File: src/rtl/ram_port_arbiter.sv
// Two-requester round-robin arbiter and strobe sequencer for a 256x8 async-read RAM.
// Optional grant counters are compiled in when RAM_ARB_STATS_EN is defined.
module ram_port_arbiter #(
  parameter int ADDR_W = 8,
  parameter int DATA_W = 8,
  parameter int CNT_W  = 8
) (
  input  logic              clk,
  input  logic              reset,
  input  logic              req0,
  input  logic              we0,
  input  logic [ADDR_W-1:0] addr0,
  input  logic [DATA_W-1:0] wdata0,
  output logic              gnt0,
  output logic [DATA_W-1:0] rdata0,
  input  logic              req1,
  input  logic              we1,
  input  logic [ADDR_W-1:0] addr1,
  input  logic [DATA_W-1:0] wdata1,
  output logic              gnt1,
  output logic [DATA_W-1:0] rdata1,
  output logic [ADDR_W-1:0] ram_address,
  output logic [DATA_W-1:0] ram_wdata,
  input  logic [DATA_W-1:0] ram_rdata,
  output logic              n_cs,
  output logic              n_oe,
  output logic              n_we,
  output logic              busy,
  output logic              last_gnt
`ifdef RAM_ARB_STATS_EN
  ,
  output logic [CNT_W-1:0]  gnt_cnt0,
  output logic [CNT_W-1:0]  gnt_cnt1
`endif
);

  typedef enum logic [1:0] {
    IDLE   = 2'd0,
    ACCESS = 2'd1,
    DONE   = 2'd2
  } state_t;

  state_t              state_q, state_d;
  logic                n_cs_q, n_cs_d;
  logic                n_oe_q, n_oe_d;
  logic                n_we_q, n_we_d;
  logic                gnt0_q, gnt0_d;
  logic                gnt1_q, gnt1_d;
  logic [DATA_W-1:0]   rdata0_q, rdata0_d;
  logic [DATA_W-1:0]   rdata1_q, rdata1_d;
  logic [ADDR_W-1:0]   addr_q, addr_d;
  logic [DATA_W-1:0]   wdata_q, wdata_d;
  logic                busy_q, busy_d;
  logic                last_gnt_q, last_gnt_d;
  logic                winner;
  logic                win_we;

  // A tie goes to whoever was not served last; a lone request always wins.
  assign winner = (req0 && req1) ? ~last_gnt_q : req1;
  assign win_we = winner ? we1 : we0;

  always_comb begin
    // NOTE: every signal written here gets a default first so no latch is inferred.
    state_d    = state_q;
    n_cs_d     = 1'b1;
    n_oe_d     = 1'b1;
    n_we_d     = 1'b1;
    gnt0_d     = 1'b0;
    gnt1_d     = 1'b0;
    rdata0_d   = rdata0_q;
    rdata1_d   = rdata1_q;
    addr_d     = addr_q;
    wdata_d    = wdata_q;
    last_gnt_d = last_gnt_q;

    unique case (state_q)
      IDLE: begin
        if (req0 || req1) begin
          addr_d     = winner ? addr1 : addr0;
          wdata_d    = winner ? wdata1 : wdata0;
          n_cs_d     = 1'b0;
          n_oe_d     = win_we;
          n_we_d     = ~win_we;
          last_gnt_d = winner;
          state_d    = ACCESS;
        end
      end
      ACCESS: begin
        // n_oe low marks a read; the RAM output is valid for this whole cycle.
        if (!n_oe_q) begin
          if (last_gnt_q) rdata1_d = ram_rdata;
          else            rdata0_d = ram_rdata;
        end
        gnt0_d  = ~last_gnt_q;
        gnt1_d  = last_gnt_q;
        state_d = DONE;
      end
      DONE: begin
        state_d = IDLE;
      end
      default: begin
        state_d = IDLE;
      end
    endcase

    busy_d = (state_d != IDLE);
  end

  always_ff @(posedge clk) begin
    if (reset) begin
      state_q    <= IDLE;
      n_cs_q     <= 1'b1;
      n_oe_q     <= 1'b1;
      n_we_q     <= 1'b1;
      gnt0_q     <= 1'b0;
      gnt1_q     <= 1'b0;
      rdata0_q   <= '0;
      rdata1_q   <= '0;
      addr_q     <= '0;
      wdata_q    <= '0;
      busy_q     <= 1'b0;
      last_gnt_q <= 1'b1;
    end else begin
      // NOTE: non-blocking assignments so every register updates from pre-edge values.
      state_q    <= state_d;
      n_cs_q     <= n_cs_d;
      n_oe_q     <= n_oe_d;
      n_we_q     <= n_we_d;
      gnt0_q     <= gnt0_d;
      gnt1_q     <= gnt1_d;
      rdata0_q   <= rdata0_d;
      rdata1_q   <= rdata1_d;
      addr_q     <= addr_d;
      wdata_q    <= wdata_d;
      busy_q     <= busy_d;
      last_gnt_q <= last_gnt_d;
    end
  end

  assign gnt0        = gnt0_q;
  assign gnt1        = gnt1_q;
  assign rdata0      = rdata0_q;
  assign rdata1      = rdata1_q;
  assign ram_address = addr_q;
  assign ram_wdata   = wdata_q;
  assign n_cs        = n_cs_q;
  assign n_oe        = n_oe_q;
  assign n_we        = n_we_q;
  assign busy        = busy_q;
  assign last_gnt    = last_gnt_q;

`ifdef RAM_ARB_STATS_EN
  logic [CNT_W-1:0] cnt0_q, cnt0_d;
  logic [CNT_W-1:0] cnt1_q, cnt1_d;

  // Counters advance on the same edge that raises gnt and stick at all-ones.
  always_comb begin
    cnt0_d = cnt0_q;
    cnt1_d = cnt1_q;
    if (gnt0_d && (cnt0_q != '1)) cnt0_d = cnt0_q + 1'b1;
    if (gnt1_d && (cnt1_q != '1)) cnt1_d = cnt1_q + 1'b1;
  end

  always_ff @(posedge clk) begin
    if (reset) begin
      cnt0_q <= '0;
      cnt1_q <= '0;
    end else begin
      cnt0_q <= cnt0_d;
      cnt1_q <= cnt1_d;
    end
  end

  assign gnt_cnt0 = cnt0_q;
  assign gnt_cnt1 = cnt1_q;
`endif

endmodule

File: config.mk
export PLATFORM = sky130hd
export DESIGN_NAME = ram_port_arbiter
export DESIGN_NICKNAME = d
export VERILOG_FILES = /design/src/rtl/ram_port_arbiter.sv
export SDC_FILE = /design/constraint.sdc
export NUM_CORES = 1
export LEC_CHECK = 0
export CORE_MARGIN = 4
export CORE_UTILIZATION = 41
export CTS_BUF_LIST = sky130_fd_sc_hd__clkbuf_2 sky130_fd_sc_hd__clkbuf_4 sky130_fd_sc_hd__clkbuf_8
export CTS_CLUSTER_SIZE = 12
export DETAILED_ROUTE_END_ITERATION = 8
export PLACE_DENSITY = 0.93
export SETUP_SLACK_MARGIN = 0.15
export SLEW_MARGIN = 5
export SYNTH_ARGS = -nofsm -noshare
export SYNTH_HDL_FRONTEND = slang
export SYNTH_SLANG_ARGS = --single-unit
File: constraint.sdc
create_clock -name clk -period 1.9 [get_ports clk]
set_input_delay 0.19 -clock clk [delete_from_list [all_inputs] [get_ports clk]]
set_output_delay 0.19 -clock clk [all_outputs]
set_load 0.01 [all_outputs]
==> insert_results.sql, run 1 <==
INSERT INTO impl_metrics (metric_group, metric, value, unit) VALUES
('timing', 'grt_setup_unrepaired', 'false', ''),
('timing', 'final-max-slew-violation-count', '0', ''),
('timing', 'worst_slew_margin_rel', '78.7', '%'),
('clock_tree', 'number_of_post_cts_setup_repair_buffers', '0', ''),
('floorplan', 'die_area', '5260', 'um^2'),
('drt', 'detailroute.via_count', '1620', ''),
('setup_path', 'worst_ep_arrival_time', '1.37', 'ns'),
('layout', 'post_route_cells_drive_above_1_share', '11.9', '%'),
('setup_path', 'cp.required', '1.71', 'ns'),
('power_and_ir_drop', 'p_clk_share', '27.5', '%'),
('floorplan', 'die_w', '72.5', 'um'),
('clock_tree', 'clkSinkCount', '41', ''),
('clock_tree', 'tritoncts', 'yes', ''),
('setup_path', 'critical_path.startpoint_type', 'flop', ''),
('global_route', 'grt-busiest-layer', 'met2', ''),
('global_route', 'global_route.usage.met2', '30.6', '%'),
('power_and_ir_drop', 'design_internal_power', '1.43', 'mW'),
('setup_path', 'critical-path-max-stage-delay', '0.60', 'ns'),
('power_and_ir_drop', 'total_leakage_power', '0.982', 'nW'),
('power_and_ir_drop', 'p_per_area', '729', 'nW/um^2'),
('setup_path', 'cp_slowest_cell', 'sky130_fd_sc_hd__clkdlybuf4s50_1', ''),
('floorplan', 'floorplan.die.height', '72.5', 'um'),
('power_and_ir_drop', 'sw_frac_of_total', '26.7', '%'),
('timing', 'fin_skew', '0.00698', 'ns'),
('layout', 'n_antenna_cell', '0', ''),
('setup_path', 'path_delay_family', 'buffers and inverters', ''),
('floorplan', 'io_pins', '85', ''),
('clock_tree', 'worst_skew_pair.late_latency', '0.28', 'ns'),
('global_route', 'maximum_number_of_pins_on_one_net_before_global_route_repair', '20', ''),
('layout', 'final_cell_mix', 'sky130_fd_sc_hd__clkdlybuf4s50_1, sky130_fd_sc_hd__nand2_1, sky130_fd_sc_hd__dfxtp_1, sky130_fd_sc_hd__a21oi_1, sky130_fd_sc_hd__nor2_1', ''),
('global_route', 'grt_antenna_before_repair', '0', ''),
('drt', 'wirelength', '4410', 'um'),
('power_and_ir_drop', 'power.share.combinational', '23.6', '%'),
('layout', 'area_growth_syn_to_layout', '57.1', '%'),
('setup_path', 'worst_reg_to_reg_path_cell_count', '4', ''),
('synthesis', 'yosys_register_bits', '41', ''),
('synthesis', 'synthCells', '182', ''),
('setup_path', 'rrSetupSlack', '0.36', 'ns'),
('clock_tree', 'cts-hold-fix-buffers', '0', ''),
('floorplan', 'floorplan.core_area', '4030', 'um^2'),
('drt', 'route.detailed.vias_per_inst', '5.09', ''),
('timing', 'timing.final.setup_violations', '0', ''),
('floorplan', 'initial_util', '42.4', '%'),
('setup_path', 'r2r-end', 'rdata1[2]$_SDFFE_PP0P_', ''),
('layout', 'num-nets-final', '313', ''),
('setup_path', 'crit_path_start', 'last_gnt$_SDFFE_PP1P_', ''),
('global_route', 'globalRouteTotalUtil', '16.5', '%'),
('clock_tree', 'clock-root-buffer', 'sky130_fd_sc_hd__clkbuf_8', ''),
('layout', 'stdcell_count', '318', ''),
('timing', 'worst_pin_slew', '0.316', 'ns'),
('drt', 'route.antenna.remaining_nets', '0', ''),
('outcome', 'run_status', 'completed', ''),
('setup_path', 'worstPathCellList', 'clkdlybuf4s50_1', ''),
('placement', 'place_hpwl', '3420', 'um'),
('flow_run', 'cap_violations', '0', ''),
('placement', 'place_inst', '310', ''),
('global_route', 'grt_first_pass_wirelength', '6970', 'um'),
('setup_path', 'critical_path.n_buffers_inverters', '1', ''),
('setup_path', 'crit_end', 'last_gnt', ''),
('global_route', 'grt_util_met3', '4.02', '%'),
('drt', 'drt_pass1_iterations', '4', ''),
('drt', 'route.detailed.drc', '0', ''),
('drt', 'drt-initial-drc-count', '100', ''),
('timing', 'layout_worst_path_cycle_share', '82.3', '%'),
('placement', 'gpl.final_weighted_congestion', '0.758', ''),
('synthesis', 'synthesis.yosys.warnings', '0', ''),
('global_route', 'groute.layer.met1.usage', '18.5', '%'),
('drt', 'detail_route.wl_per_cell', '13.9', 'um'),
('layout', 'final_common_cell', 'sky130_fd_sc_hd__clkdlybuf4s50_1', ''),
('setup_path', 'crit_type', 'reg -> out', ''),
('setup_path', 'crit_path_max_fanout', '9', '');
==> power groups by stage <==
stage | Clock, mW | Combinational [mW] | Sequential, mW
after CTS | 0.550 | 0.465 | 0.957
final | 0.538 | 0.461 | 0.957
after detailed placement | 0 | 0.464 | 0.976
after global placement | 0 | 0.455 | 0.974
after floorplan | 0 | 0.212 | 0.993
after global routing | 0.590 | 0.497 | 0.964
==> worst min-delay path by stage <==
stage,from,endpoint,slack [ns],depth (start not counted)
floorplan,reset,n_we$_SDFF_PP1_,0.29,1
global placement,rdata0[3]$_SDFFE_PP0P_,rdata0[3]$_SDFFE_PP0P_,0.44,2
detailed placement,rdata0[0]$_SDFFE_PP0P_,rdata0[0]$_SDFFE_PP0P_,0.45,2
CTS,rdata0[0]$_SDFFE_PP0P_,rdata0[0]$_SDFFE_PP0P_,0.47,2
global route,rdata0[0]$_SDFFE_PP0P_,rdata0[0]$_SDFFE_PP0P_,0.48,2
finish,rdata0[0]$_SDFFE_PP0P_,rdata0[0]$_SDFFE_PP0P_,0.46,2
==> cell usage after synthesis <==
library cell,instances,share of area [%]
sky130_fd_sc_hd__a211o_1,1,0.51
sky130_fd_sc_hd__nor2_2,1,0.37
sky130_fd_sc_hd__buf_2,5,1.5
sky130_fd_sc_hd__a311oi_1,7,3.6
sky130_fd_sc_hd__dfxtp_1,41,48
sky130_fd_sc_hd__nor4b_2,1,0.88
sky130_fd_sc_hd__a21oi_1,24,7.0
sky130_fd_sc_hd__a311oi_2,7,6.2
sky130_fd_sc_hd__a21bo_2,1,0.59
sky130_fd_sc_hd__and3_1,2,0.73
sky130_fd_sc_hd__mux2i_1,9,5.3
sky130_fd_sc_hd__o21ai_0,1,0.29
sky130_fd_sc_hd__or4b_1,1,0.59
sky130_fd_sc_hd__nor2_1,11,2.4
sky130_fd_sc_hd__buf_1,1,0.22
sky130_fd_sc_hd__nor4bb_1,1,0.59
sky130_fd_sc_hd__buf_12,1,1.2
sky130_fd_sc_hd__or3_1,1,0.37
sky130_fd_sc_hd__clkbuf_1,5,1.1
sky130_fd_sc_hd__nand3b_1,1,0.44
sky130_fd_sc_hd__and2_4,1,0.51
sky130_fd_sc_hd__a21boi_2,1,0.66
sky130_fd_sc_hd__nand2_1,50,11
sky130_fd_sc_hd__inv_1,1,0.22
sky130_fd_sc_hd__nand2b_1,1,0.37
sky130_fd_sc_hd__buf_6,3,2.0
sky130_fd_sc_hd__a311oi_4,2,3.1
sky130_fd_sc_hd__or2_1,1,0.37
==> per-stage QoR <==
step	hold WS, ns	utilization, %	setup WS (ns)	cell area, um^2	power (mW)
after floorplan	0.294	-	0.501	1710	1.21
after global placement	0.443	64.4	0.342	2600	1.43
after detailed placement	0.454	64.4	0.290	2600	1.44
after CTS	0.465	66.6	0.311	2680	1.97
after global routing	0.484	66.6	0.166	2680	2.05
final	0.463	66.6	0.336	2680	1.96
==> worst reg2reg max path: stages, from the launching register on <==
cell	delay (ns)
sky130_fd_sc_hd__dfxtp_1	0.50
sky130_fd_sc_hd__nor4bb_2	0.42
sky130_fd_sc_hd__buf_4	0.24
sky130_fd_sc_hd__mux2i_1	0.23
sky130_fd_sc_hd__nor2_1	0.05
==> per-layer routing <==
layer  up-vias  routed length [um]
met5         -                   0
met4         0                  42
li1        801                   -
met3         4                 325
met2        63                2320
met1       752                1730
==> flip-flops by register name, summed over array words and instances, names as in the netlist <==
signal and flops:
busy 1, gnt0 1, gnt1 1, last_gnt 1, n_cs 1, n_oe 1, n_we 1, ram_address 8
ram_wdata 8, rdata0 8, rdata1 8, state_q 2
==> cell families (layout without fill, tap and decap cells) <==
kind of cell           count (synthesis)  count (layout)  synth area share, %
buffers and inverters                 16             102                 6.15
AOI/OAI and AO/OA                     44              44                 21.9
DFF                                   41              41                 48.1
and+or+nand+nor                       72              72                 18.6
muxes                                  9               9                 5.27
==> cell type report <==
| type | instances | area, um^2 | area share [%] |
|---|---|---|---|
| Clock buffer | 5 | 68.8 | 2.57 |
| Clock inverter | 3 | 17.5 | 0.653 |
| Inverter | 1 | 3.75 | 0.140 |
| Multi-Input combinational cell | 125 | 788 | 29.4 |
| Sequential cell | 41 | 821 | 30.6 |
| Tap cell | 50 | 62.6 | 2.33 |
| Timing Repair Buffer | 93 | 921 | 34.3 |
Power figures use the tool's default switching activity.
==> inputs of run 2 (changes only) <==
Clock period 1.9 ns to 1.5 ns, I/O delays scaled along.
==> run 2 against run 1 <==
  * Global-route usage unchanged
  * Sequential share of layout area down 0.84 points
  * Register-to-register slack worse by 0.15 ns
  * Clock-buffer cell count unchanged
  * Non-clock buffer count up 1
  * First-iteration DRC count down 31%
  * Wire length up 3.3%
  * Largest power group unchanged
==> insert_results.sql, run 2 (synthesized netlist as in run 1, its figures left out) <==
INSERT INTO impl_metrics (metric_group, metric, value, unit) VALUES
('global_route', 'grt_pass1_vias', '1560', ''),
('layout', 'area_growth_syn_to_layout', '62.5', '%'),
('drt', 'drt-initial-drc-count', '69', ''),
('timing', 'final-max-slew-violation-count', '0', ''),
('layout', 'num-nets-final', '314', ''),
('clock_tree', 'cts.htree.levels', '2', ''),
('setup_path', 'worst_ep_arrival_time', '1.17', 'ns'),
('layout', 'post_route_cells_drive_above_1_share', '13.4', '%'),
('setup_path', 'cp_slowest_cell', 'sky130_fd_sc_hd__clkdlybuf4s50_1', ''),
('setup_path', 'rrSetupSlack', '0.21', 'ns'),
('timing', 'finalSetupTns', '0', 'ns'),
('placement', 'place_ws', '-0.0572', 'ns'),
('floorplan', 'die_area', '5260', 'um^2'),
('floorplan', 'io_pins', '85', ''),
('floorplan', 'floorplan.core_area', '4030', 'um^2'),
('floorplan', 'initial_util', '42.4', '%'),
('hold_path', 'hold_path_startpoint', 'wdata0[5]', ''),
('power_and_ir_drop', 'worst_ir_drop_vdd', '0.535', 'mV'),
('timing', 'fin_worst_hold_slack', '0.427', 'ns'),
('timing', 'final_hold_viol_count', '0', ''),
('clock_tree', 'number_of_post_cts_setup_repair_buffers', '0', ''),
('setup_path', 'path_delay_family', 'buffers and inverters', ''),
('timing', 'timing.final.setup_violations', '0', ''),
('clock_tree', 'clockBufferDepth', '2', ''),
('flow_run', 'cap_violations', '0', ''),
('global_route', 'globalRouteTotalUtil', '16.5', '%'),
('timing', 'worst_pin_slew', '0.281', 'ns'),
('layout', 'stdcell_count', '319', ''),
('global_route', 'grt_overflow', '0', ''),
('hold_path', 'min_path_cells', '3', ''),
('global_route', 'maximum_number_of_pins_on_one_net_before_global_route_repair', '22', ''),
('floorplan', 'floorplan.die.height', '72.5', 'um'),
('clock_tree', 'tritoncts', 'yes', ''),
('setup_path', 'r2r-end', 'rdata0[3]$_SDFFE_PP0P_', ''),
('setup_path', 'crit_path_max_fanout', '2', ''),
('global_route', 'grt_antenna_before_repair', '0', ''),
('layout', 'final_common_cell', 'sky130_fd_sc_hd__clkdlybuf4s50_1', ''),
('timing', 'worst_slew_margin_rel', '81.3', '%'),
('timing', 'grt_setup_unrepaired', 'true', ''),
('timing', 'final.setup.worst_slack', '0.177', 'ns'),
('placement', 'place_hpwl', '3330', 'um'),
('global_route', 'grt_first_pass_wirelength', '6870', 'um'),
('placement', 'gpl.final_weighted_congestion', '0.787', ''),
('drt', 'route.detailed.drc', '0', ''),
('floorplan', 'die_w', '72.5', 'um'),
('drt', 'wirelength', '4560', 'um'),
('placement', 'place_inst', '311', ''),
('drt', 'route.detailed.vias_per_inst', '5.07', ''),
('setup_path', 'end_kind', 'output pin', ''),
('drt', 'drt_pass1_iterations', '4', ''),
('setup_path', 'worstPathCellList', 'clkdlybuf4s50_1', ''),
('setup_path', 'cp.required', '1.35', 'ns'),
('layout', 'finalCoreUtilization', '68.9', '%'),
('setup_path', 'critical_path.startpoint_type', 'flop', ''),
('setup_path', 'worstReg2RegStart', 'state_q[0]$_SDFF_PP0_', ''),
('clock_tree', 'worst_skew_pair.late_latency', '0.29', 'ns'),
('timing', 'fin_skew', '0.00784', 'ns'),
('drt', 'detail_route.wl_per_cell', '14.3', 'um'),
('clock_tree', 'clkSinkCount', '41', ''),
('drt', 'detailroute.via_count', '1617', ''),
('timing', 'layout_worst_path_cycle_share', '88.2', '%'),
('placement', 'placement.io_buffers', '84', ''),
('power_and_ir_drop', 'total_leakage_power', '1.32', 'nW'),
('floorplan', 'num_rows', '23', ''),
('hold_path', 'worst_hold_path_type', 'in -> reg', ''),
('setup_path', 'crit_type', 'reg -> out', ''),
('setup_path', 'critical_path.n_buffers_inverters', '1', ''),
('clock_tree', 'numCtsBuffers', '5', ''),
('setup_path', 'critical-path-max-stage-delay', '0.54', 'ns'),
('timing', 'maxClockFrequency', '756', 'MHz'),
('clock_tree', 'worst_setup_hold_path_clk_slew', '0.08', 'ns'),
('drt', 'route.antenna.remaining_nets', '0', ''),
('outcome', 'run_status', 'completed', ''),
('setup_path', 'worst_reg_to_reg_path_cell_count', '3', ''),
('layout', 'n_antenna_cell', '0', ''),
('power_and_ir_drop', 'p_per_area', '902', 'nW/um^2'),
('layout', 'final_cell_mix', 'sky130_fd_sc_hd__clkdlybuf4s50_1, sky130_fd_sc_hd__nand2_1, sky130_fd_sc_hd__dfxtp_1, sky130_fd_sc_hd__a21oi_1, sky130_fd_sc_hd__dlymetal6s2s_1', ''),
('timing', 'final_period_minus_worst_setup_slack', '1.32', 'ns'),
('hold_path', 'timing.hold.worst_endpoint', 'ram_wdata[5]$_SDFFE_PP0P_', ''),
('clock_tree', 'clock-root-buffer', 'sky130_fd_sc_hd__clkbuf_8', '');
==> run 2: worst max path at each step <==
stage	endpoint	slack, ns	start	depth (start not counted)
detailed placement	ram_wdata[5]$_SDFFE_PP0P_	-0.06	req0	4
global placement	ram_address[5]$_SDFFE_PP0P_	-0.03	req0	5
CTS	last_gnt	0.10	last_gnt$_SDFFE_PP1P_	1
floorplan	rdata0[0]$_SDFFE_PP0P_	0.15	last_gnt$_SDFFE_PP1P_	5
finish	rdata0[3]	0.18	rdata0[3]$_SDFFE_PP0P_	1
global route	rdata1[3]$_SDFFE_PP0P_	0.11	last_gnt$_SDFFE_PP1P_	4
==> run 2: metal layers <==
| layer | up-vias | track usage [%] | routed length (um) |
|---|---|---|---|
| li1 | 804 | - | - |
| met3 | 8 | 4.85 | 355 |
| met4 | 0 | 3.69 | 58 |
| met2 | 67 | 32.0 | 2410 |
| met1 | 738 | 17.1 | 1730 |
| met5 | - | 0 | 0 |
==> run 2: layout make-up <==
cell class / count / area [um^2]
inverters: 1 / 3.75
clock buffers: 5 / 68.8
repair buffers: 94 / 991
multi-input cells: 125 / 806
well taps: 50 / 62.6
fillers: 325 / 1250
flip-flops and latches: 41 / 826
clock inverters: 3 / 17.5
==> run 2: timing repair <==
| action | CTS | global route |
|---|---|---|
| hold buffers | 0 | 0 |
| gates resized for setup | 4 | 25 |
| hold endpoints to repair | 0 | 0 |
| endpoints found under the setup margin | 12 | 36 |
==> run 2: tightest hold or removal path: cells and delay by family <==
kind | cells | cell delay [ns]
AOI/OAI and AO/OA | 1 | 0.07
and+or+nand+nor | 1 | 0.05
buffers and inverters | 1 | 0.39
==> run 2: metrics by stage <==
| stage | power [mW] | area [um^2] |
|---|---|---|
| floorplan | 1.53 | 1720 |
| global placement | 1.83 | 2620 |
| detailed placement | 1.84 | 2620 |
| CTS | 2.53 | 2700 |
| global route | 2.62 | 2780 |
| finish | 2.50 | 2780 |
==> run 2: where the power goes <==
part,switching (mW),total [mW],internal (mW)
sequential,0.0498,1.21,1.16
clock,0.380,0.702,0.321
combinational,0.253,0.589,0.336
total,0.683,2.50,1.82
==> inputs of run 3 (changes only) <==
Settings changed: MAX_ROUTING_LAYER set to met4, PLACE_DENSITY 0.93 to unset, PLACE_DENSITY_LB_ADDON set to 0.08.
==> run 3 against run 2 <==
  * Wire length down 3.6%
  * Via count down 0.31%
  * Total power up 8.5%
  * First-iteration DRC count down 41%
  * Clock-buffer cell count up 1
  * Register-to-register slack about the same
  * Worst hold slack worse by 0.21 ns
  * Combinational power about the same
  * Non-clock buffer count up 4
  * Core utilization up 1.1 points
  * Fmax down 0.21%
  * Final cell count up 1.3%
  * Largest power group unchanged
==> insert_results.sql, run 3 (synthesized netlist as in run 1, its figures left out) <==
INSERT INTO impl_metrics (metric_group, metric, value, unit) VALUES
('global_route', 'grt_antenna_before_repair', '0', ''),
('timing', 'final_period_minus_worst_setup_slack', '1.33', 'ns'),
('clock_tree', 'clkSinkCount', '41', ''),
('drt', 'detailroute.via_count', '1612', ''),
('power_and_ir_drop', 'total_leakage_power', '1.42', 'nW'),
('clock_tree', 'cts.htree.levels', '2', ''),
('drt', 'drt-initial-drc-count', '41', ''),
('placement', 'place_ws', '-0.0709', 'ns'),
('timing', 'timing.final.setup_violations', '0', ''),
('flow_run', 'cap_violations', '0', ''),
('setup_path', 'cp_slowest_cell', 'sky130_fd_sc_hd__clkdlybuf4s50_1', ''),
('global_route', 'grt_pass1_vias', '1600', ''),
('timing', 'finalSetupTns', '0', 'ns'),
('placement', 'gpl.final_weighted_congestion', '0.774', ''),
('timing', 'maxClockFrequency', '754', 'MHz'),
('layout', 'design_area', '2820', 'um^2'),
('timing', 'final_hold_viol_count', '0', ''),
('global_route', 'grt_first_pass_wirelength', '6980', 'um'),
('clock_tree', 'worst_skew_pair.late_latency', '0.29', 'ns'),
('timing', 'layout_worst_path_cycle_share', '88.4', '%'),
('floorplan', 'floorplan.die.height', '72.5', 'um'),
('layout', 'num-nets-final', '318', ''),
('global_route', 'maximum_number_of_pins_on_one_net_before_global_route_repair', '19', ''),
('placement', 'placement.io_buffers', '84', ''),
('global_route', 'globalRouteTotalUtil', '17.2', '%'),
('global_route', 'grt_overflow', '0', ''),
('timing', 'fin_skew', '0.00517', 'ns'),
('clock_tree', 'clockBufferDepth', '2', ''),
('floorplan', 'die_w', '72.5', 'um'),
('floorplan', 'io_pins', '85', ''),
('placement', 'dpl_cell_area', '2630', 'um^2'),
('setup_path', 'cp.required', '1.35', 'ns'),
('floorplan', 'num_rows', '23', ''),
('clock_tree', 'tritoncts', 'yes', ''),
('drt', 'route.detailed.vias_per_inst', '4.99', ''),
('timing', 'final.setup.worst_slack', '0.174', 'ns'),
('layout', 'final_cell_mix', 'sky130_fd_sc_hd__clkdlybuf4s50_1, sky130_fd_sc_hd__nand2_1, sky130_fd_sc_hd__dfxtp_1, sky130_fd_sc_hd__a21oi_1, sky130_fd_sc_hd__dlymetal6s2s_1', ''),
('floorplan', 'initial_util', '42.4', '%'),
('layout', 'final_common_cell', 'sky130_fd_sc_hd__clkdlybuf4s50_1', ''),
('floorplan', 'die_area', '5260', 'um^2'),
('timing', 'final-max-slew-violation-count', '0', ''),
('power_and_ir_drop', 'p_per_area', '963', 'nW/um^2'),
('setup_path', 'path_delay_family', 'buffers and inverters', ''),
('clock_tree', 'cts-hold-fix-buffers', '0', ''),
('timing', 'grt_setup_unrepaired', 'true', ''),
('layout', 'n_antenna_cell', '0', ''),
('drt', 'drt_pass1_iterations', '4', ''),
('outcome', 'run_status', 'completed', ''),
('placement', 'place_hpwl', '3310', 'um'),
('clock_tree', 'worst_setup_hold_path_clk_slew', '0.08', 'ns'),
('layout', 'area_growth_syn_to_layout', '65.2', '%'),
('setup_path', 'critical_path.startpoint_type', 'flop', ''),
('timing', 'worst_slew_margin_rel', '80.1', '%'),
('drt', 'route.antenna.remaining_nets', '0', ''),
('power_and_ir_drop', 'power_total', '2.72', 'mW'),
('layout', 'finalCoreUtilization', '70.0', '%'),
('setup_path', 'end_kind', 'output pin', ''),
('floorplan', 'floorplan.core_area', '4030', 'um^2'),
('setup_path', 'crit_type', 'reg -> out', ''),
('setup_path', 'worstPathCellList', 'clkdlybuf4s50_1', ''),
('drt', 'wirelength', '4390', 'um'),
('setup_path', 'crit_path_max_fanout', '2', ''),
('hold_path', 'worst_hold_path_type', 'in -> reg', ''),
('timing', 'worst_pin_slew', '0.298', 'ns'),
('power_and_ir_drop', 'worst_ir_drop_vdd', '0.699', 'mV'),
('layout', 'post_route_cells_drive_above_1_share', '15.0', '%'),
('clock_tree', 'numCtsBuffers', '5', ''),
('setup_path', 'worst_ep_arrival_time', '1.18', 'ns'),
('setup_path', 'critical-path-max-stage-delay', '0.56', 'ns'),
('drt', 'detail_route.wl_per_cell', '13.6', 'um'),
('drt', 'route.detailed.drc', '0', ''),
('setup_path', 'critical_path.n_buffers_inverters', '1', ''),
('clock_tree', 'clock-root-buffer', 'sky130_fd_sc_hd__clkbuf_8', '');
run 3: cell types whose count changed in the layout (fill, tap and decap cells not counted), sizes merged:
| cell | delta |
|---|---|
| buf | +5 |
| clkinv | -2 |
| clkbuf | +1 |
| dlygate4sd2 | +2 |
| clkdlybuf4s50 | -6 |
| bufinv | +1 |
| dlymetal6s2s | +3 |
run 3: path summary, 6_finish.rpt:
check	startpoint	end	slack, ns	depth (start not counted)
worst min register to register	rdata0[3]$_SDFFE_PP0P_	rdata0[3]$_SDFFE_PP0P_	0.45	2
worst max-delay path	ram_wdata[5]$_SDFFE_PP0P_	ram_wdata[5]	0.17	1
worst max register to register	state_q[1]$_SDFF_PP0_	rdata0[5]$_SDFFE_PP0P_	0.22	3
worst min-delay path	reset	rdata1[2]$_SDFFE_PP0P_	0.22	2
run 3: timing repair:
action | CTS | global route
setup buffers | 0 | 0
pin swaps | 0 | 0
endpoints found under the setup margin | 13 | 31
gates resized for setup | 8 | 25
run 3: routing by layer:
metal / wire length [um] / global-route usage [%] / part of all wire [%]
met5: 0 / - / 0
met4: 49 / 6.15 / 1.1
met3: 331 / 5.26 / 7.5
met2: 2230 / 30.4 / 51
met1: 1780 / 18.1 / 40
run 3: final cells by class:
cell class	instances	area, um^2
inverters	1	3.75
well taps	50	62.6
flip-flops and latches	41	826
fillers	325	1210
clock buffers	6	82.6
multi-input cells	125	801
clock inverters	2	37.5
repair buffers	98	1010
run 3: per-stage QoR:
stage / hold WS [ns] / cells
after detailed placement: 0.444 / 315
after CTS: 0.217 / 323
after global placement: 0.439 / 315
after global routing: 0.219 / 323
final: 0.216 / 323
after floorplan: 0.254 / 182
run 3: report_power, final:
group	leakage, nW	total (mW)	switching (mW)	internal [mW]
clock	0.0574	0.915	0.374	0.541
combinational	1.02	0.589	0.254	0.336
sequential	0.336	1.21	0.0490	1.16
total	1.42	2.72	0.677	2.04
==> edit (settings of run 3) <==
`rdata0_q`, `rdata1_q`, `addr_q` and `wdata_q` no longer have a reset.
--- a/src/rtl/ram_port_arbiter.sv
+++ b/src/rtl/ram_port_arbiter.sv
@@ -114,10 +114,6 @@
       n_we_q     <= 1'b1;
       gnt0_q     <= 1'b0;
       gnt1_q     <= 1'b0;
-      rdata0_q   <= '0;
-      rdata1_q   <= '0;
-      addr_q     <= '0;
-      wdata_q    <= '0;
       busy_q     <= 1'b0;
       last_gnt_q <= 1'b1;
     end else begin
@@ -128,13 +124,16 @@
       n_we_q     <= n_we_d;
       gnt0_q     <= gnt0_d;
       gnt1_q     <= gnt1_d;
-      rdata0_q   <= rdata0_d;
-      rdata1_q   <= rdata1_d;
-      addr_q     <= addr_d;
-      wdata_q    <= wdata_d;
       busy_q     <= busy_d;
       last_gnt_q <= last_gnt_d;
     end
+  end
+
+  always_ff @(posedge clk) begin
+    rdata0_q <= rdata0_d;
+    rdata1_q <= rdata1_d;
+    addr_q   <= addr_d;
+    wdata_q  <= wdata_d;
   end
 
   assign gnt0        = gnt0_q;
Function: changed (Yosys sat finds a counterexample within 4 cycles, from zero or initial values and one cycle with reset high).
==> edit against run 3 <==
Sequential cell count did not move; non-clock buffer count shrank 7; power down 2.4%; area after synthesis decreased by 12%; synthesized cell count shrank 57%; wire length shrank 30%; setup slack better by 0.018 ns; final area is 7.1% lower; register-to-register slack hardly changed; critical endpoint is now ram_wdata[1]; largest cell class is now flip-flops and latches; highest routed layer unchanged.
==> edit: results (changes against run 3) <==
Status
  – Outcome: finished, final reports clean

Detailed routing
  – Wire per inst: 14.0 um (+2.7%)
  – Initial DRC count: 43 (+4.9%)
  – Final WL: 3090 um (-30%)
  – Drt pass-1 iters: 3 (-1)
  – Detailed-route via count: 1015 (-37%)

Placement
  – Routability cong.: 0.752 (-2.9%)
  – Final HPWL DP: 2430 um (-27%)
  – Placed cell area: 2480 sq um (-5.8%)

STA
  – Measured slew at the worst slew-check pin: 0.388 ns (+0.0902 ns)
  – Skew final: 0.00164 ns (-0.00353 ns)

Setup path
  – CP startpoint: ram_wdata[1]$_DFFE_PP_
  – Crit path DAT: 1.16 ns (-0.02 ns)
  – Slowest stage delay, CP: 0.54 ns (-0.02 ns)
  – R2r startpoint: last_gnt$_SDFFE_PP1P_
  – Critical Path Fanout Max: 1 (-1)

Clock network
  – Worst-skew pair later-pin latency: 0.28 ns
  – Post_cts resized: 4 (-4)

Logic synthesis
  – Area contributors post-synth: edfxtp_1 (64%), dfxtp_1 (12%), mux2_4 (9.0%)
  – Syn Nets: 124 (-46%)
  – Synth cell count leaders: edfxtp_1 (32), dfxtp_1 (9), mux2_4 (9)
  – Ys Warns: 0 (unchanged)
  – Predominant post-synthesis flop cell: edfxtp_1
  – Cells after synthesis: 78 (-57%)
  – Number of flops mapped to enable cells by yosys: 32 (+32)
  – Register area share after synthesis: 75.8% (+28 points)

GRT
  – Largest net degree at the start of global routing: 14 (-5)
  – All-Layer GR Usage: 14.2% (-3.1 points)
  – Met2 Use GR: 24.2% (-6.2 points)
  – GRT met1 Usage: 14.0% (-4.0 points)
  – GR Util met3: 5.67% (+0.41 points)
  – First-pass GRT wire length: 4620 um (-34%)
  – Vias in the first global route: 1068 (-33%)

Power and ir drop
  – VDD IR max: 0.660 mV (-5.7%)
  – Sw Pwr: 529 uW (-22%)

Worst hold path
  – Hold path cells: 1 (-1)
  – Hold Startpoint: ram_rdata[3]

Final layout
  – Fill cells: 223 (-31%)
  – Layout cells sized above 1: 22.9% (+7.8 points)
  – NumNets Final: 220 (-31%)
-- edit: per-stage QoR --
| step | setup TNS [ns] | power (mW) | setup WS (ns) |
|---|---|---|---|
| after floorplan | 0 | 1.55 | 0.109 |
| after global placement | -1.77 | 1.82 | -0.127 |
| after detailed placement | -1.59 | 1.83 | -0.117 |
| after CTS | 0 | 2.68 | 0.172 |
| final | 0 | 2.65 | 0.192 |
| after global routing | 0 | 2.77 | 0.144 |
-- edit: power groups by stage --
stage,clock network [mW],logic [mW],registers (mW)
final,0.855,0.449,1.35
after global routing,0.936,0.481,1.36
after CTS,0.876,0.459,1.35
after detailed placement,0,0.460,1.37
after global placement,0,0.454,1.37
after floorplan,0,0.139,1.41
-- edit: path summary, 6_finish.rpt --
check	endpoint	slack, ns
worst max-delay path	ram_wdata[1]	0.19
worst min-delay path	rdata0[3]$_DFFE_PP_	0.46
worst max register to register	ram_address[4]$_DFFE_PP_	0.22
worst min register to register	gnt0$_SDFF_PP0_	0.50
-- edit: cell type report --
class / count / area (sq um) / area share, %
well taps: 46 / 57.6 / 2.20
flip-flops and latches: 41 / 1140 / 43.6
multi-input cells: 32 / 369 / 14.1
inverters: 3 / 12.5 / 0.478
clock inverters: 2 / 35.0 / 1.34
clock buffers: 6 / 76.3 / 2.91
repair buffers: 91 / 926 / 35.3
-- edit: kinds of logic after synthesis --
kind of cell           share of synthesized area [%]
buffers and inverters                           2.91
AO/OA/AOI/OAI                                   2.00
flip-flops                                      75.8
multiplexers                                    14.9
AND/OR/NAND/NOR                                 4.41
-- edit: metal layers --
layer  share of wire (%)  up-vias
met5                   0        -
met4                 1.0        0
met3                  12        4
met2                  52       54
met1                  35      473
li1                    -      484
